**config.mk**
```make
export PLATFORM = sky130hd
export DESIGN_NAME = wave_classifier_flat
export DESIGN_NICKNAME = d
export VERILOG_FILES = /design/src/rtl/wave_pkg.sv /design/src/rtl/wave_classifier_if.sv /design/src/rtl/wave_period_meter.sv /design/src/rtl/wave_classifier.sv /design/src/flat_wrapper.sv
export SDC_FILE = /design/constraint.sdc
export NUM_CORES = 1
export LEC_CHECK = 0
export CAP_MARGIN = 10
export CORE_MARGIN = 4
export CORE_UTILIZATION = 32
export CTS_CLUSTER_DIAMETER = 50
export DETAILED_ROUTE_END_ITERATION = 8
export GPL_TIMING_DRIVEN = 0
export PLACE_DENSITY = 0.58
export REMOVE_ABC_BUFFERS = 1
export SLEW_MARGIN = 5
export SYNTH_ARGS = -nofsm -noshare
export SYNTH_HDL_FRONTEND = slang
export SYNTH_HIERARCHICAL = 1
export SYNTH_SLANG_ARGS = --single-unit
```
**constraint.sdc**
```tcl
create_clock -name clk -period 3.39 [get_ports clk]
set_input_delay 0.678 -clock clk [delete_from_list [all_inputs] [get_ports clk]]
set_output_delay 0.678 -clock clk [all_outputs]
set_load 0.03 [all_outputs]
```
**src/rtl/wave_pkg.sv**
```systemverilog
// Shared definitions for the 5-bit waveform generator / classifier pair.
// Wave type codes match the generator's select input.
package wave_pkg;

  localparam int SAMPLE_W = 5;

  typedef enum logic [1:0] {
    WAVE_SQUARE  = 2'b00,
    WAVE_SAW     = 2'b01,
    WAVE_TRI     = 2'b10,
    WAVE_UNKNOWN = 2'b11
  } wave_type_e;

  typedef enum logic [1:0] {
    ST_PRIME   = 2'b00,
    ST_ACQUIRE = 2'b01,
    ST_REPORT  = 2'b10
  } cls_state_e;

  // Sticky slope observations collected over one window.
  typedef struct packed {
    logic up1;
    logic dn1;
    logic bigup;
    logic bigdn;
  } slope_flags_t;

  // Signed sample-to-sample difference; 6 bits cover -31..+31.
  function automatic logic signed [SAMPLE_W:0] sample_delta(
    input logic [SAMPLE_W-1:0] cur,
    input logic [SAMPLE_W-1:0] prev
  );
    sample_delta = $signed({1'b0, cur}) - $signed({1'b0, prev});
  endfunction

  // The three shape rules are mutually exclusive; anything else is unknown.
  function automatic wave_type_e classify(input slope_flags_t f);
    case ({f.bigup, f.bigdn, f.up1, f.dn1})
      4'b1100: classify = WAVE_SQUARE;
      4'b0110: classify = WAVE_SAW;
      4'b0011: classify = WAVE_TRI;
      default: classify = WAVE_UNKNOWN;
    endcase
  endfunction

endpackage

```
**src/rtl/wave_classifier_if.sv**
```systemverilog
// Sample stream in, per-window classification results out.
// master: the sample source / result consumer; slave: the classifier.
interface wave_classifier_if import wave_pkg::*; #(
  parameter int PW = 8
);
  logic                in_valid;
  logic [SAMPLE_W-1:0] wave_in;
  logic                result_valid;
  logic [1:0]          wave_type;
  logic [PW-1:0]       period;
  logic [SAMPLE_W-1:0] peak;
  logic [SAMPLE_W-1:0] trough;

  modport master (
    output in_valid, wave_in,
    input  result_valid, wave_type, period, peak, trough
  );

  modport slave (
    input  in_valid, wave_in,
    output result_valid, wave_type, period, peak, trough
  );
endinterface

```
**src/rtl/wave_period_meter.sv**
```systemverilog
// Fundamental-period measurement: counts valid samples between rising-edge
// anchors (first positive delta after a non-positive one). Runs across
// classification windows; only rst clears its history.
module wave_period_meter #(
  parameter int PW = 8
) (
  input  logic          clk,
  input  logic          rst,
  input  logic          sample_valid,
  input  logic          delta_neg,
  input  logic          delta_zero,
  output logic [PW-1:0] last_period,
  output logic [PW-1:0] last_period_nxt
);

  localparam logic [PW-1:0] PCNT_MAX = {PW{1'b1}};

  logic          rising_r;
  logic          anchored_r;
  logic [PW-1:0] pcnt_r;
  logic [PW-1:0] last_period_r;

  logic          rising_nxt_s;
  logic          anchored_nxt_s;
  logic [PW-1:0] pcnt_nxt_s;
  logic [PW-1:0] lp_nxt_s;
  logic          delta_pos_s;
  logic          anchor_s;

  assign delta_pos_s = !delta_neg && !delta_zero;
  assign anchor_s    = sample_valid && delta_pos_s && !rising_r;

  // Next-state of the meter; an anchor takes priority over saturation.
  always_comb begin
    rising_nxt_s   = rising_r;
    anchored_nxt_s = anchored_r;
    pcnt_nxt_s     = pcnt_r;
    lp_nxt_s       = last_period_r;
    if (sample_valid) begin
      rising_nxt_s = delta_pos_s;
      if (anchor_s) begin
        pcnt_nxt_s     = {{(PW-1){1'b0}}, 1'b1};
        anchored_nxt_s = 1'b1;
        if (anchored_r) begin
          lp_nxt_s = pcnt_r;
        end else begin
          lp_nxt_s = last_period_r;
        end
      end else if (pcnt_r == PCNT_MAX) begin
        pcnt_nxt_s = pcnt_r;
        lp_nxt_s   = '0;
      end else begin
        pcnt_nxt_s = pcnt_r + {{(PW-1){1'b0}}, 1'b1};
        if (pcnt_r == (PCNT_MAX - {{(PW-1){1'b0}}, 1'b1})) begin
          lp_nxt_s = '0;
        end else begin
          lp_nxt_s = last_period_r;
        end
      end
    end else begin
      rising_nxt_s   = rising_r;
      anchored_nxt_s = anchored_r;
      pcnt_nxt_s     = pcnt_r;
      lp_nxt_s       = last_period_r;
    end
  end

  // Meter state registers; direction starts as non-rising.
  always_ff @(posedge clk or posedge rst) begin
    if (rst) begin
      rising_r      <= 1'b0;
      anchored_r    <= 1'b0;
      pcnt_r        <= '0;
      last_period_r <= '0;
    end else begin
      rising_r      <= rising_nxt_s;
      anchored_r    <= anchored_nxt_s;
      pcnt_r        <= pcnt_nxt_s;
      last_period_r <= lp_nxt_s;
    end
  end

  assign last_period     = last_period_r;
  assign last_period_nxt = lp_nxt_s;

endmodule

```
**src/rtl/wave_classifier.sv**
```systemverilog
// Windowed waveform classifier for a 5-bit sample stream. Each window of
// WINDOW deltas is classified as square / sawtooth / triangle / unknown,
// with peak, trough and the running fundamental period.
module wave_classifier import wave_pkg::*; #(
  parameter int WINDOW = 128,
  parameter int PW     = 8
) (
  input  logic               clk,
  input  logic               rst,
  wave_classifier_if.slave   bus
);

  localparam int CW = $clog2(WINDOW + 1);
  localparam logic signed [SAMPLE_W:0] D_UP1 = 6'sd1;
  localparam logic signed [SAMPLE_W:0] D_DN1 = -6'sd1;

  cls_state_e          state_r;
  logic [SAMPLE_W-1:0] prev_r;
  logic [CW-1:0]       cnt_r;
  slope_flags_t        flags_r;
  logic [SAMPLE_W-1:0] max_r;
  logic [SAMPLE_W-1:0] min_r;

  logic                result_valid_r;
  wave_type_e          wave_type_r;
  logic [PW-1:0]       period_r;
  logic [SAMPLE_W-1:0] peak_r;
  logic [SAMPLE_W-1:0] trough_r;

  logic signed [SAMPLE_W:0] delta_s;
  logic                sample_s;
  logic                close_s;
  slope_flags_t        base_flags_s;
  logic [CW-1:0]       base_cnt_s;
  logic [SAMPLE_W-1:0] base_max_s;
  logic [SAMPLE_W-1:0] base_min_s;
  slope_flags_t        flags_nxt_s;
  logic [CW-1:0]       cnt_nxt_s;
  logic [SAMPLE_W-1:0] max_nxt_s;
  logic [SAMPLE_W-1:0] min_nxt_s;
  logic [PW-1:0]       last_period_s;
  logic [PW-1:0]       last_period_nxt_s;

  assign delta_s  = sample_delta(bus.wave_in, prev_r);
  // Both ACQUIRE and REPORT take samples; REPORT feeds them into the new window.
  assign sample_s = bus.in_valid && (state_r != ST_PRIME);
  assign close_s  = (state_r == ST_ACQUIRE) && sample_s && (cnt_nxt_s == CW'(WINDOW));

  wave_period_meter #(.PW(PW)) u_period (
    .clk             (clk),
    .rst             (rst),
    .sample_valid    (sample_s),
    .delta_neg       (delta_s[SAMPLE_W]),
    .delta_zero      (delta_s == 6'sd0),
    .last_period     (last_period_s),
    .last_period_nxt (last_period_nxt_s)
  );

  // Window starting point: REPORT restarts from the retained prev sample.
  always_comb begin
    base_flags_s = flags_r;
    base_cnt_s   = cnt_r;
    base_max_s   = max_r;
    base_min_s   = min_r;
    if (state_r == ST_REPORT) begin
      base_flags_s = '0;
      base_cnt_s   = '0;
      base_max_s   = prev_r;
      base_min_s   = prev_r;
    end else begin
      base_flags_s = flags_r;
      base_cnt_s   = cnt_r;
      base_max_s   = max_r;
      base_min_s   = min_r;
    end
  end

  // Fold the current valid sample into flags, delta count and extremes.
  always_comb begin
    flags_nxt_s = base_flags_s;
    cnt_nxt_s   = base_cnt_s;
    max_nxt_s   = base_max_s;
    min_nxt_s   = base_min_s;
    if (sample_s) begin
      cnt_nxt_s = base_cnt_s + {{(CW-1){1'b0}}, 1'b1};
      if (delta_s == D_UP1) begin
        flags_nxt_s.up1 = 1'b1;
      end else if (delta_s == D_DN1) begin
        flags_nxt_s.dn1 = 1'b1;
      end else if (delta_s > D_UP1) begin
        flags_nxt_s.bigup = 1'b1;
      end else if (delta_s < D_DN1) begin
        flags_nxt_s.bigdn = 1'b1;
      end else begin
        flags_nxt_s = base_flags_s;
      end
      if (bus.wave_in > base_max_s) begin
        max_nxt_s = bus.wave_in;
      end else begin
        max_nxt_s = base_max_s;
      end
      if (bus.wave_in < base_min_s) begin
        min_nxt_s = bus.wave_in;
      end else begin
        min_nxt_s = base_min_s;
      end
    end else begin
      flags_nxt_s = base_flags_s;
      cnt_nxt_s   = base_cnt_s;
      max_nxt_s   = base_max_s;
      min_nxt_s   = base_min_s;
    end
  end

  // Control FSM and result registers. Results are captured from the
  // next-state view on the closing edge so they are visible during REPORT.
  always_ff @(posedge clk or posedge rst) begin
    if (rst) begin
      state_r        <= ST_PRIME;
      prev_r         <= '0;
      cnt_r          <= '0;
      flags_r        <= '0;
      max_r          <= '0;
      min_r          <= '0;
      result_valid_r <= 1'b0;
      wave_type_r    <= WAVE_UNKNOWN;
      period_r       <= '0;
      peak_r         <= '0;
      trough_r       <= '0;
    end else begin
      case (state_r)
        ST_PRIME: begin
          result_valid_r <= 1'b0;
          if (bus.in_valid) begin
            prev_r  <= bus.wave_in;
            max_r   <= bus.wave_in;
            min_r   <= bus.wave_in;
            flags_r <= '0;
            cnt_r   <= '0;
            state_r <= ST_ACQUIRE;
          end else begin
            state_r <= ST_PRIME;
          end
        end
        ST_ACQUIRE, ST_REPORT: begin
          flags_r <= flags_nxt_s;
          cnt_r   <= cnt_nxt_s;
          max_r   <= max_nxt_s;
          min_r   <= min_nxt_s;
          if (sample_s) begin
            prev_r <= bus.wave_in;
          end else begin
            prev_r <= prev_r;
          end
          if (close_s) begin
            state_r        <= ST_REPORT;
            result_valid_r <= 1'b1;
            wave_type_r    <= classify(flags_nxt_s);
            period_r       <= last_period_nxt_s;
            peak_r         <= max_nxt_s;
            trough_r       <= min_nxt_s;
          end else begin
            state_r        <= ST_ACQUIRE;
            result_valid_r <= 1'b0;
          end
        end
        default: begin
          state_r        <= ST_PRIME;
          result_valid_r <= 1'b0;
        end
      endcase
    end
  end

  assign bus.result_valid = result_valid_r;
  assign bus.wave_type    = wave_type_r;
  assign bus.period       = period_r;
  assign bus.peak         = peak_r;
  assign bus.trough       = trough_r;

endmodule

```
**src/flat_wrapper.sv**
```systemverilog
// flat-port wrapper written by rule: the top's interface ports become plain ports
module wave_classifier_flat import wave_pkg::*;
#(
  parameter int WINDOW = 128,
  parameter int PW     = 8
)
  (clk, rst, bus_in_valid, bus_wave_in, bus_result_valid, bus_wave_type, bus_period, bus_peak, bus_trough);
  wave_classifier_if #(.PW(PW)) bus_i ();
  input  logic clk;
  input  logic rst;
  input wire logic [$bits(bus_i.in_valid)-1:0] bus_in_valid;
  input wire logic [$bits(bus_i.wave_in)-1:0] bus_wave_in;
  output wire logic [$bits(bus_i.result_valid)-1:0] bus_result_valid;
  output wire logic [$bits(bus_i.wave_type)-1:0] bus_wave_type;
  output wire logic [$bits(bus_i.period)-1:0] bus_period;
  output wire logic [$bits(bus_i.peak)-1:0] bus_peak;
  output wire logic [$bits(bus_i.trough)-1:0] bus_trough;
  assign bus_i.in_valid = bus_in_valid;
  assign bus_i.wave_in = bus_wave_in;
  assign bus_result_valid = bus_i.result_valid;
  assign bus_wave_type = bus_i.wave_type;
  assign bus_period = bus_i.period;
  assign bus_peak = bus_i.peak;
  assign bus_trough = bus_i.trough;
  wave_classifier #(.WINDOW(WINDOW), .PW(PW)) u_core (.clk(clk), .rst(rst), .bus(bus_i));
endmodule
```
After elaboration in Yosys (flattened, before gate mapping)
Index checks and enable logic that the tools add are counted.
{"block": "word_totals", "output_inout_bits": 21, "input_bits": 8, "wordCells": 96, "regBits": 68}
{"block": "op_classes", "magnitude_cmp": 4, "reduce_logical": 19, "add_sub_neg": 3, "n_mux": 39, "eq_ne": 13}
{"cell": "2-to-1 mux 8 bit", "n": 10}
{"cell": "2-to-1 mux 5 bit", "n": 8}
{"cell": "case mux 5 bit (2 select lines)", "n": 3}
{"cell": "equality test 8 bit (second input constant)", "n": 3}
{"cell": "adder 8 x 1 -> 8 bit (second input constant)", "n": 2}
{"cell": "case mux 8 bit (2 select lines)", "n": 1}
{"cell": "2-to-1 mux 4 bit", "n": 3}
{"cell": "2-to-1 mux 1 bit", "n": 8}
{"cell": "case mux 4 bit (2 select lines)", "n": 1}
{"cell": "AND reduction 2 bit", "n": 4}
{"cell": "equality test 6 x 1 -> 1 bit (second input constant)", "n": 1}
{"cell": "equality test 6 x 2 -> 1 bit (second input constant)", "n": 1}
{"cell": "> comparator 6 x 2 -> 1 bit (second input constant)", "n": 1}
{"cell": "logical AND 1 bit", "n": 6}
{"cell": "zero test 6 bit", "n": 1}
{"cell": "less-than comparator 6 x 1 -> 1 bit (second input constant)", "n": 1}
{"cell": "case mux 2 bit (3 select lines)", "n": 1}
{"cell": "subtractor 5 x 5 -> 6 bit", "n": 1}
{"cell": "> comparator 5 bit", "n": 1}
{"cell": "less-than comparator 5 bit", "n": 1}
{"cell": "equality test 4 x 2 -> 1 bit (second input constant)", "n": 1}
{"cell": "equality test 4 x 3 -> 1 bit (second input constant)", "n": 1}
{"cell": "equality test 4 bit (second input constant)", "n": 1}
{"cell": "2-to-1 mux 2 bit", "n": 2}
{"cell": "other kinds (11)", "n": 15}

Depth between registers and ports, before layout
Gate-level depths: netlist of run 1.
{"block": "depth", "word_depth": 9, "ltp_mapped": 15, "mapped_depth_nobuf": 14}

Modules after synthesis
Netlist of run 1, hierarchy kept.
{"mod": "wave_classifier", "seq_area_each_um2": 1253.7, "area_per_inst_um2": 3250.6, "instances": 1, "cells_per_inst": 348}
{"mod": "wave_period_meter", "seq_area_each_um2": 450.4, "area_per_inst_um2": 874.6, "instances": 1, "cells_per_inst": 88}

Least setup slack after synthesis of run 1
No wires, ideal clock.
{"block": "synth_timing", "path_type": "input to register", "startpoint": "in bus_wave_in[0]", "endpoint": "reg u_core.period_r[2] (netlist: u_core/bus.period[2])", "t_arrival_ns": 3.300, "required_ns": 3.265, "path_slack_ns": -0.035, "n_path_buf": 0, "stages": 13, "setup_ns": 0.125, "cell_sequence": "inv_1 -> ha_1 -> inv_1 -> fa_1 -> a211oi_1 -> nor2_1 -> mux2i_1 -> a2111o_1 -> nor2_1 -> nor3_1 -> nor3_4 -> o21ai_0 -> mux2_2"}
{"block": "synth_between", "elab_chain_len": 8, "elab_cells_between_ends": 9, "classes_between": "add/sub (1); mux (2); reduce/logical (6)"}
{"item": "start: declaration", "line": "flat_wrapper.sv:12", "text": "input wire logic [$bits(bus_i.wave_in)-1:0] bus_wave_in;"}
{"item": "subtractor 5 x 5 -> 6 bit *", "line": "wave_pkg.sv:33", "text": "sample_delta = $signed({1'b0, cur}) - $signed({1'b0, prev});"}
{"item": "zero test 6 bit", "line": "wave_classifier.sv:54", "text": ".delta_zero (delta_s == 6'sd0),"}
{"item": "zero test 1 bit", "line": "wave_period_meter.sv:30", "text": "assign delta_pos_s = !delta_neg && !delta_zero;"}
{"item": "logical AND 1 bit *", "line": "wave_period_meter.sv:30"}
{"item": "logical AND 1 bit * (2 in series)", "line": "wave_period_meter.sv:31", "text": "assign anchor_s = sample_valid && delta_pos_s && !rising_r;"}
{"item": "2-to-1 mux 8 bit *", "line": "wave_period_meter.sv:41", "text": "if (anchor_s) begin"}
{"item": "2-to-1 mux 8 bit *", "line": "wave_period_meter.sv:39", "text": "if (sample_valid) begin"}
{"item": "named net u_core.last_period_nxt_s[2]", "line": "wave_classifier.sv:42", "text": "logic [PW-1:0] last_period_nxt_s;"}
{"item": "end signal: assignment", "line": "wave_classifier.sv:159", "text": "period_r <= last_period_nxt_s;"}
{"item": "end: declaration", "line": "wave_classifier.sv:26", "text": "logic [PW-1:0] period_r;"}
Mark *: on every way through the listed nets, which the timed path passes. The rest lies on a longest branch.
A chain may end at the register's enable or synchronous reset.

Final worst setup path of run 1
{"block": "layout_timing", "startpoint": "in bus_wave_in[1]", "endpoint": "reg u_core.wave_type_r[0] (netlist: u_core/bus.wave_type[0])"}
{"block": "layout_between", "elab_chain_len": 9, "elab_cells_between_ends": 17, "classes_between": "add/sub (1); order compare (2); eq/ne (5); mux (9)"}
{"item": "subtractor 5 x 5 -> 6 bit *", "line": "wave_pkg.sv:33"}
{"item": "less-than comparator 6 x 1 -> 1 bit", "line": "wave_classifier.sv:92", "text": "end else if (delta_s < D_DN1) begin"}
{"item": "2-to-1 mux 1 bit", "line": "wave_classifier.sv:92"}
{"item": "2-to-1 mux 1 bit", "line": "wave_classifier.sv:90", "text": "end else if (delta_s > D_UP1) begin"}
{"item": "2-to-1 mux 2 bit", "line": "wave_classifier.sv:88", "text": "end else if (delta_s == D_DN1) begin"}
{"item": "2-to-1 mux 3 bit", "line": "wave_classifier.sv:86", "text": "if (delta_s == D_UP1) begin"}
{"item": "2-to-1 mux 4 bit *", "line": "wave_classifier.sv:84", "text": "if (sample_s) begin"}
{"item": "equality test 4 x 2 -> 1 bit (tied with other cells)", "line": "wave_pkg.sv:38", "text": "case ({f.bigup, f.bigdn, f.up1, f.dn1})"}
{"item": "case mux 2 bit (3 select lines) *", "line": "wave_pkg.sv:38"}
{"item": "end signal: assignment", "line": "wave_classifier.sv:158", "text": "wave_type_r <= classify(flags_nxt_s);"}
{"item": "end: declaration", "line": "wave_classifier.sv:25", "text": "wave_type_e wave_type_r;"}
Every way passes the cells marked *; elsewhere a longest branch is shown, timed or not.

==> results of run 1 <==
-- worst register-to-register path, stage by stage (launching register included) --
cell and delay [ns]:
dfrtp_1 0.40, inv_1 0.13, ha_4 0.28, clkinvlp_4 0.20, a21boi_1 0.25, ha_1 0.29, nor2b_1 0.15, o21a_1 0.17
o21a_1 0.16, o21ai_0 0.30, a221oi_4 0.13, buf_4 0.16, mux2i_1 0.22, mux2i_1 0.11, o21ai_0 0.16
-- final cells by class --
cell class                 instances  area (um^2)
fill                            1281         7610
multi-input combinational        314         2240
sequential                        68         1700
timing repair buffer              42          400
clock buffer                      10          229
tap                              172          215
inverter                          37          146
clock inverter                     6         65.1
timing repair inverter             1         5.00
-- cells in the final DEF, fill, tap and decap left out, types with 12 or more instances in the layout --
master | Yosys | layout
clkdlybuf4s50_1 | 0 | 24
dfrtp_1 | 66 | 66
a21oi_1 | 15 | 15
mux2i_1 | 12 | 12
nand2_1 | 62 | 62
o21ai_0 | 47 | 44
ha_1 | 21 | 17
nor2_1 | 19 | 17
inv_1 | 37 | 33
mux2_2 | 20 | 20
-- stage by stage --
stage / instance area, um^2 / setup slack (ns)
global placement: 4510 / -1.24
detailed placement: 4540 / -1.03
floorplan: 4020 / -0.0414
global route: 5010 / 0.00171
finish: 5010 / 0.137
CTS: 4940 / 0.0230
-- what timing repair did --
action | in CTS | in global routing
resized for setup | 19 | 8
setup endpoints to repair | 47 | 27
gates cloned | 0 | 1
setup buffers | 5 | 7
hold buffers | 0 | 0
pin swaps | 5 | 6
-- routing by layer --
metal	wire length [um]	global-route usage	part of all wire	vias to the layer above
li1	-	-	-	1613
met1	4570	0.173	0.47	1604
met4	172	0.0504	0.018	0
met3	257	0.0251	0.026	10
met2	4720	0.230	0.49	46
met5	0	0	0	-
-- power breakdown --
group	switching (uW)	internal (uW)
clock network	354	569
registers	120	974
logic	477	354
total	951	1900
-- how the worst max path moves through the flow --
stage	start	to	slack, ns	cells past startpoint
floorplan	bus_wave_in[0]	u_core/bus.period[2]	-0.04	13
global placement	bus_in_valid	u_core/bus.period[4]	-1.24	8
detailed placement	bus_wave_in[0]	u_core/bus.period[2]	-1.03	14
CTS	u_core/state_r[0]	u_core/min_r[3]	0.02	13
global route	bus_wave_in[0]	u_core/bus.period[2]	0.002	16
finish	bus_wave_in[1]	u_core/bus.wave_type[0]	0.14	12
-- sequential cells by signal, indices dropped and copies added, names as in the netlist --
register                     flops
u_core/bus.peak                  5
u_core/max_r                     5
u_core/u_period/last_period      8
u_core/bus.trough                5
u_core/bus.wave_type             2
u_core/prev_r                    5
u_core/u_period/rising_r         1
u_core/flags_r                   4
u_core/bus.period                8
u_core/min_r                     5
u_core/u_period/pcnt_r           8
u_core/u_period/anchored_r       1
u_core/cnt_r                     8
u_core/state_r                   2
u_core/bus.result_valid          1
-- kinds of logic after synthesis --
family	Yosys count	share of synthesized area
fa+ha+maj	22	0.0685
mux	33	0.0874
buf+inv	54	0.0597
flops	68	0.413
simple gates	137	0.175
xor+xnor	11	0.0234
compound gates	111	0.173
==> reports/qor.yml, run 1 <==
final_layout:
  fin_cells: 650
  finalNetCount: 503
  area_delta_synth_final_pct: 21.4
  n_antenna_cell: 0
  drive_gt1_frac: 0.172
  final_core_util: 0.397
critical_path:
  crit_top_cell: "buf_4"
  path_cells: "dlygate4sd2_1 -> ha_1 -> nand2b_4 -> a21oi_2 -> or3_1 -> a2111o_1 -> buf_4 -> buf_4 -> o32ai_4 -> and3_1 -> a21oi_1 -> mux2_4"
  arrival_ns: 3.52
  crit_fanout: 7
  crit_buf_inv: 3
  worst_path_max_delay_cell: "a2111o_1"
  worstSetupPathType: "in -> reg"
  reg2reg_to: "u_core/max_r[4]"
  slowest_delay_ns: 0.48
  reg2regPathDepth: 14
  end_kind: "flop"
  regToRegSetupSlack_ns: 0.19
  required_ns: 3.65
  cp_top_family: "compound AO/OA/AOI/OAI gates"
  cp-start-kind: "input port"
  reg2reg_from: "u_core/state_r[0]"
grt:
  overflow: 0
  grt_pass1_wl_um: 15900
  antenna_found_initial: 0
  grt_usage: 0.136
  grt_pass1_vias: 3195
  grt_max_degree: 27
timing:
  hold_ws_ns: 0.481
  rsz0062_at_grt: "false"
  hold_violations: 0
  fmax_ghz: 0.307
  skew_ns: 0.00661
  relSlewSlack: 0.278
  worst_pin_slew_ns: 1.08
  finalSetupTns_ns: 0
  timing.final.crit_period_ns: 3.25
  drv_slew: 0
  finalCritPeriodShare: 0.960
  setup_violations: 0
synthesis:
  synth-edff-count: 0
  ys_seq_elements: 68
  synthCells: 436
  synth_largest_area_cell: "dfrtp_1"
  synth.distinct_cells: 63
  syn_area_per_cell_um2: 9.46
  yosys-top-cells-area: "dfrtp_1 40%, ha_1 6.4%, o21ai_0 5.7%"
  yosys.cell_count.top_type: "dfrtp_1"
  synth_top_flop_cell: "dfrtp_1"
  ys_top_cells_by_count: "66 x dfrtp_1, 62 x nand2_1, 47 x o21ai_0, 37 x inv_1, 21 x ha_1"
  mappedNetlistArea_mm2: 0.00413
  ys_warn_count: 6
  synth_top_area_share: 0.400
  ys_async_sr_fraction: 1.00
  seq_area_frac_synth: 0.413
cts:
  cts-root-buf: "clkbuf_16"
  clk_latency_ns: 0.34
  htreeDepth: 3
  cts_buffers: 9
  cts.reportedPaths.clkPinSlew_ns: 0.06
  cts_num_sinks: 68
  tritoncts: "yes"
  cts_buffer_depth: 2
floorplan:
  rows: 41
  die-height_um: 122
  start_util: 0.327
  dieWidth_um: 122
  die_area_mm2: 0.0148
  io_pins: 29
  core_area_mm2: 0.0126
worst_hold_path:
  hold_class: "reg -> reg"
  worstHoldEndpoint: "u_core/max_r[2]"
  min_path_cells: 2
  min_from: "u_core/max_r[2]"
route:
  first_iter_violations: 130
  wl_per_cell_um: 14.9
  drtAntennaViolNets: 0
  wl_um: 9710
  drtPass1Iterations: 4
  drc_errors: 0
  vias_per_cell: 5.04
  vias: 3273
power_and_ir_drop:
  vdd_drop_max_v: 0.000290
  p_total_uw: 2850
  pwr_density_cell_mw_per_mm2: 569
  leakagePower_uw: 0.00223
placement:
  hpwl_um: 6850
  dp_cells: 621
  numPortBuffers: 28
  gp_congestion: 0.794
status:
  outcome: "completed"
run:
  cap_violations: 0
Power figures use the tool's default switching activity.
==> run 2, diff against run 1 <==
CORE_UTILIZATION = 30   (was 32)
PLACE_DENSITY = 0.55   (was 0.58)
==> reports/qor.yml, run 2 (synthesis results as in run 1) <==
timing:
  skew_ns: 0.00488
  hold_violations: 0
  finalSetupTns_ns: 0
  setup_violations: 0
  drv_slew: 0
  finalCritPeriodShare: 0.960
  worst_pin_slew_ns: 1.17
  relSlewSlack: 0.222
  fmax_ghz: 0.307
  timing.final.crit_period_ns: 3.26
floorplan:
  start_util: 0.309
  core_area_mm2: 0.0133
  dieWidth_um: 125
  die-height_um: 125
  io_pins: 29
  rows: 42
  die_area_mm2: 0.0157
placement:
  gp_congestion: 0.823
  hpwl_um: 6750
  numPortBuffers: 28
run:
  cap_violations: 0
grt:
  grt_pass1_wl_um: 16400
  gr-max-usage-layer: "met2"
  grt_usage: 0.128
  antenna_found_initial: 0
  grt_pass1_vias: 3341
  grt_max_degree: 27
  met3_usage: 0.0384
  use_met1: 0.163
  grtUsageMet2: 0.199
  overflow: 0
final_layout:
  final_cell_mix: "66 x dfrtp_1, 62 x nand2_1, 46 x o21ai_0"
  fill_cells: 1378
  n_antenna_cell: 0
  layout_commonest_cell: "dfrtp_1"
  finalNetCount: 504
  area_delta_synth_final_pct: 21.4
  drive_gt1_frac: 0.169
  final_core_util: 0.375
route:
  vias: 3299
  drtPass1Iterations: 4
  vias_per_cell: 5.04
  first_iter_violations: 167
  drtAntennaViolNets: 0
  drc_errors: 0
  wl_um: 9690
  wl_per_cell_um: 14.8
worst_hold_path:
  min_path_cells: 2
  min_from: "u_core/max_r[3]"
  worstHoldEndpoint: "u_core/max_r[3]"
  hold_class: "reg -> reg"
power_and_ir_drop:
  vdd_drop_max_v: 0.000276
  pwr_density_cell_mw_per_mm2: 567
  leakagePower_uw: 0.00224
cts:
  clk_latency_ns: 0.34
  cts_num_sinks: 68
  cts_buffer_depth: 2
  htreeDepth: 3
  cts-root-buf: "clkbuf_16"
  tritoncts: "yes"
  cts.reportedPaths.clkPinSlew_ns: 0.05
  cts_buffers: 9
status:
  outcome: "completed"
critical_path:
  reg2regPathDepth: 14
  end_kind: "flop"
  reg2reg_to: "u_core/max_r[2]"
  cp-start-kind: "input port"
  arrival_ns: 3.48
  regToRegSetupSlack_ns: 0.24
  required_ns: 3.61
  crit_fanout: 7
  reg2reg_from: "u_core/state_r[0]"
  worstSetupPathType: "in -> reg"
==> run 2: cell types whose count changed in the layout (fill, tap and decap cells not counted), sizes merged <==
cell    change
buf         +1
clkinv      -1
==> run 2: power by group <==
group	internal, uW	switching [uW]	leakage, uW
registers	974	116	0.000856
clock network	580	343	0.000144
logic	352	475	0.00124
total	1910	934	0.00224
==> run 2: layout make-up <==
| class | count | area [um^2] | area share |
|---|---|---|---|
| clock inverters | 5 | 52.6 | 0.0105 |
| inverters | 37 | 146 | 0.0292 |
| flip-flops and latches | 68 | 1700 | 0.340 |
| well taps | 176 | 220 | 0.0440 |
| clock buffers | 10 | 239 | 0.0477 |
| multi-input cells | 314 | 2230 | 0.446 |
| repair buffers | 43 | 408 | 0.0814 |
| repair inverters | 1 | 5.00 | 0.000999 |
==> run 2: critical path, stage by stage <==
cell and delay [ns]:
dlygate4sd2_1 0.41, ha_1 0.33, nand2b_4 0.08, a21oi_2 0.07
or3_1 0.36, a2111o_1 0.48, nor2_4 0.17, nor4b_4 0.07
buf_4 0.14, and2_2 0.20, nand2_1 0.07, o21ai_0 0.12
mux2_2 0.28
==> run 2: what timing repair did <==
| item | CTS | global route |
|---|---|---|
| gates resized for setup | 15 | 7 |
| buffers inserted | 6 | 7 |
| pin swaps | 5 | 5 |
| hold buffers | 0 | 0 |
| gates cloned | 0 | 1 |
| setup endpoints to repair | 44 | 24 |
==> run 2: how the worst max path moves through the flow <==
| stage | depth (start not counted) | end | start | slack (ns) |
|---|---|---|---|---|
| detailed placement | 14 | u_core/bus.period[2] | bus_wave_in[0] | -1.02 |
| global route | 14 | u_core/max_r[4] | u_core/state_r[0] | -0.004 |
| CTS | 11 | u_core/bus.period[2] | bus_wave_in[3] | 0.02 |
| finish | 13 | u_core/bus.period[3] | bus_wave_in[1] | 0.13 |
| global placement | 8 | u_core/bus.period[2] | bus_in_valid | -1.25 |
| floorplan | 13 | u_core/bus.period[2] | bus_wave_in[0] | -0.04 |
==> run 2: layer usage <==
| metal | wire length [um] | up-vias |
|---|---|---|
| met3 | 399 | 22 |
| met5 | 0 | - |
| li1 | - | 1620 |
| met4 | 284 | 0 |
| met2 | 4430 | 60 |
| met1 | 4570 | 1597 |
==> run 2: through the flow <==
stage                     setup slack (ns)  instance area [um^2]  power (uW)  instances  hold WS (ns)
after floorplan                    -0.0414                  4020        1670        419         0.444
after global placement               -1.25                  4520        1840        623         0.462
after detailed placement             -1.02                  4550        1870        625         0.472
after CTS                           0.0249                  4940        2840        646         0.484
after global routing              -0.00379                  5010        3050        654         0.515
final                                0.135                  5010        2840        654         0.481
==> run 3, diff against run 2 <==
RECOVER_POWER = 25   (was default)
==> reports/qor.yml, run 3 (synthesis results as in run 1) <==
status:
  outcome: "completed"
final_layout:
  final_cell_mix: "66 x dfrtp_1, 62 x nand2_1, 46 x o21ai_0"
  drive_gt1_frac: 0.167
  design_area_mm2: 0.00501
  finalNetCount: 504
  seq_area_mm2: 0.00170
  n_antenna_cell: 0
  layout_commonest_cell: "dfrtp_1"
  fill_cells: 1378
  area_delta_synth_final_pct: 21.4
  multi_input_area_mm2: 0.00223
  final_core_util: 0.375
timing:
  finalSetupTns_ns: 0
  setup_violations: 0
  skew_ns: 0.00479
  finalCritPeriodShare: 0.960
  relSlewSlack: 0.222
  worst_pin_slew_ns: 1.17
  hold_ws_ns: 0.481
  timing.final.crit_period_ns: 3.26
  fmax_ghz: 0.307
  drv_slew: 0
  hold_violations: 0
cts:
  htreeDepth: 3
  cts_hold_repair.buffers: 0
  tritoncts: "yes"
  cts_num_sinks: 68
  cts.reportedPaths.clkPinSlew_ns: 0.05
  cts_buffers: 9
  cts_buffer_depth: 2
  cts-root-buf: "clkbuf_16"
  clk_latency_ns: 0.34
critical_path:
  arrival_ns: 3.48
  end_kind: "flop"
  cp_top_family: "simple AND/OR/NAND/NOR gates"
  crit_fanout: 7
  path_cells: "dlygate4sd2_1 -> ha_1 -> nand2b_4 -> a21oi_2 -> or3_1 -> a2111o_1 -> nor2_4 -> nor4b_4 -> buf_4 -> and2_2 -> nand2_1 -> o21ai_0 -> mux2_2"
  required_ns: 3.61
  reg2reg_from: "u_core/state_r[0]"
  worstSetupPathType: "in -> reg"
  cp-start-kind: "input port"
  slowest_delay_ns: 0.48
  regToRegSetupSlack_ns: 0.24
  reg2reg_to: "u_core/max_r[2]"
  reg2regPathDepth: 14
  crit_buf_inv: 2
  worst_path_max_delay_cell: "a2111o_1"
worst_hold_path:
  hold_class: "reg -> reg"
  worstHoldEndpoint: "u_core/max_r[3]"
  min_path_cells: 2
  min_from: "u_core/max_r[3]"
power_and_ir_drop:
  vdd_drop_max_v: 0.000276
  power_frac_seq: 0.384
  clkPwrFrac: 0.325
  pwr-share-comb: 0.291
  pwr_density_cell_mw_per_mm2: 567
  swShare: 0.329
  power.internal_uw: 1910
  p_sw_uw: 935
  leakagePower_uw: 0.00224
  p_total_uw: 2840
route:
  first_iter_violations: 168
  drtPass1Iterations: 4
  vias_per_cell: 5.04
  wl_um: 9690
  drtAntennaViolNets: 0
  wl_per_cell_um: 14.8
  drc_errors: 0
  vias: 3297
run:
  cap_violations: 0
placement:
  hpwl_um: 6750
  placed_area_mm2: 0.00455
  gp_congestion: 0.823
  numPortBuffers: 28
floorplan:
  dieWidth_um: 125
  start_util: 0.309
  io_pins: 29
  die-height_um: 125
  rows: 42
  core_area_mm2: 0.0133
  die_area_mm2: 0.0157
grt:
  grt_usage: 0.128
  grt_pass1_vias: 3341
  overflow: 0
  grt_max_degree: 27
  grt_pass1_wl_um: 16400
  antenna_found_initial: 0
-- run 3: cell types whose count changed in the layout (fill, tap and decap cells not counted), sizes merged --
cell	previous run	this run
clkdlybuf4s50	24	23
dlygate4sd3	0	1
-- run 3: timing repair --
item,4_1_cts,5_1_grt
buffers inserted,6,7
pin swaps,5,5
setup endpoints to repair,44,24
resized for setup,15,7
gates cloned,0,1
-- run 3: worst register-to-register path: stages, from the launching register on --
cell	delay, ns
dfrtp_1	0.40
inv_1	0.14
ha_4	0.27
clkinvlp_4	0.20
a21boi_1	0.24
ha_1	0.28
nor2b_1	0.14
o21a_1	0.16
o21a_1	0.17
o21ai_0	0.31
a221oi_4	0.13
buf_4	0.18
mux2i_1	0.19
mux2i_1	0.10
o21ai_0	0.16
-- run 3: worst max path at each step --
stage / startpoint / endpoint / slack, ns / cells past startpoint
floorplan: bus_wave_in[0] / u_core/bus.period[2] / -0.04 / 13
global placement: bus_in_valid / u_core/bus.period[2] / -1.25 / 8
detailed placement: bus_wave_in[0] / u_core/bus.period[2] / -1.02 / 14
CTS: bus_wave_in[3] / u_core/bus.period[2] / 0.02 / 11
global route: u_core/state_r[0] / u_core/max_r[4] / -0.004 / 14
finish: bus_wave_in[1] / u_core/bus.period[3] / 0.13 / 13
-- run 3: cell type report --
| type | instances | area share |
|---|---|---|
| multi-input cells | 314 | 0.446 |
| flip-flops and latches | 68 | 0.340 |
| repair buffers | 43 | 0.0814 |
| clock buffers | 10 | 0.0477 |
| well taps | 176 | 0.0440 |
| inverters | 37 | 0.0292 |
| clock inverters | 5 | 0.0105 |
| repair inverters | 1 | 0.000999 |
-- run 3: layer usage --
metal  global-route usage  part of all wire  vias up
met3               0.0384             0.041       22
met5                    0                 0        -
met1                0.163              0.47     1595
met2                0.199              0.46       60
met4               0.0651             0.029        0
li1                     -                 -     1620
-- run 3: power by group through the flow --
stage | Sequential, uW | Combinational [uW] | Clock, uW
2_1_floorplan | 1070 | 603 | 0
3_3_place_gp | 1100 | 746 | 0
3_5_place_dp | 1100 | 773 | 0
4_1_cts | 1090 | 803 | 951
5_1_grt | 1110 | 939 | 992
6_report | 1090 | 827 | 923
-- run 3: metrics by stage --
step                      worst slack (ns)  instances
after floorplan                    -0.0414        419
after global placement               -1.25        623
after detailed placement             -1.02        625
after CTS                           0.0249        646
after global routing              -0.00379        654
final                                0.135        654
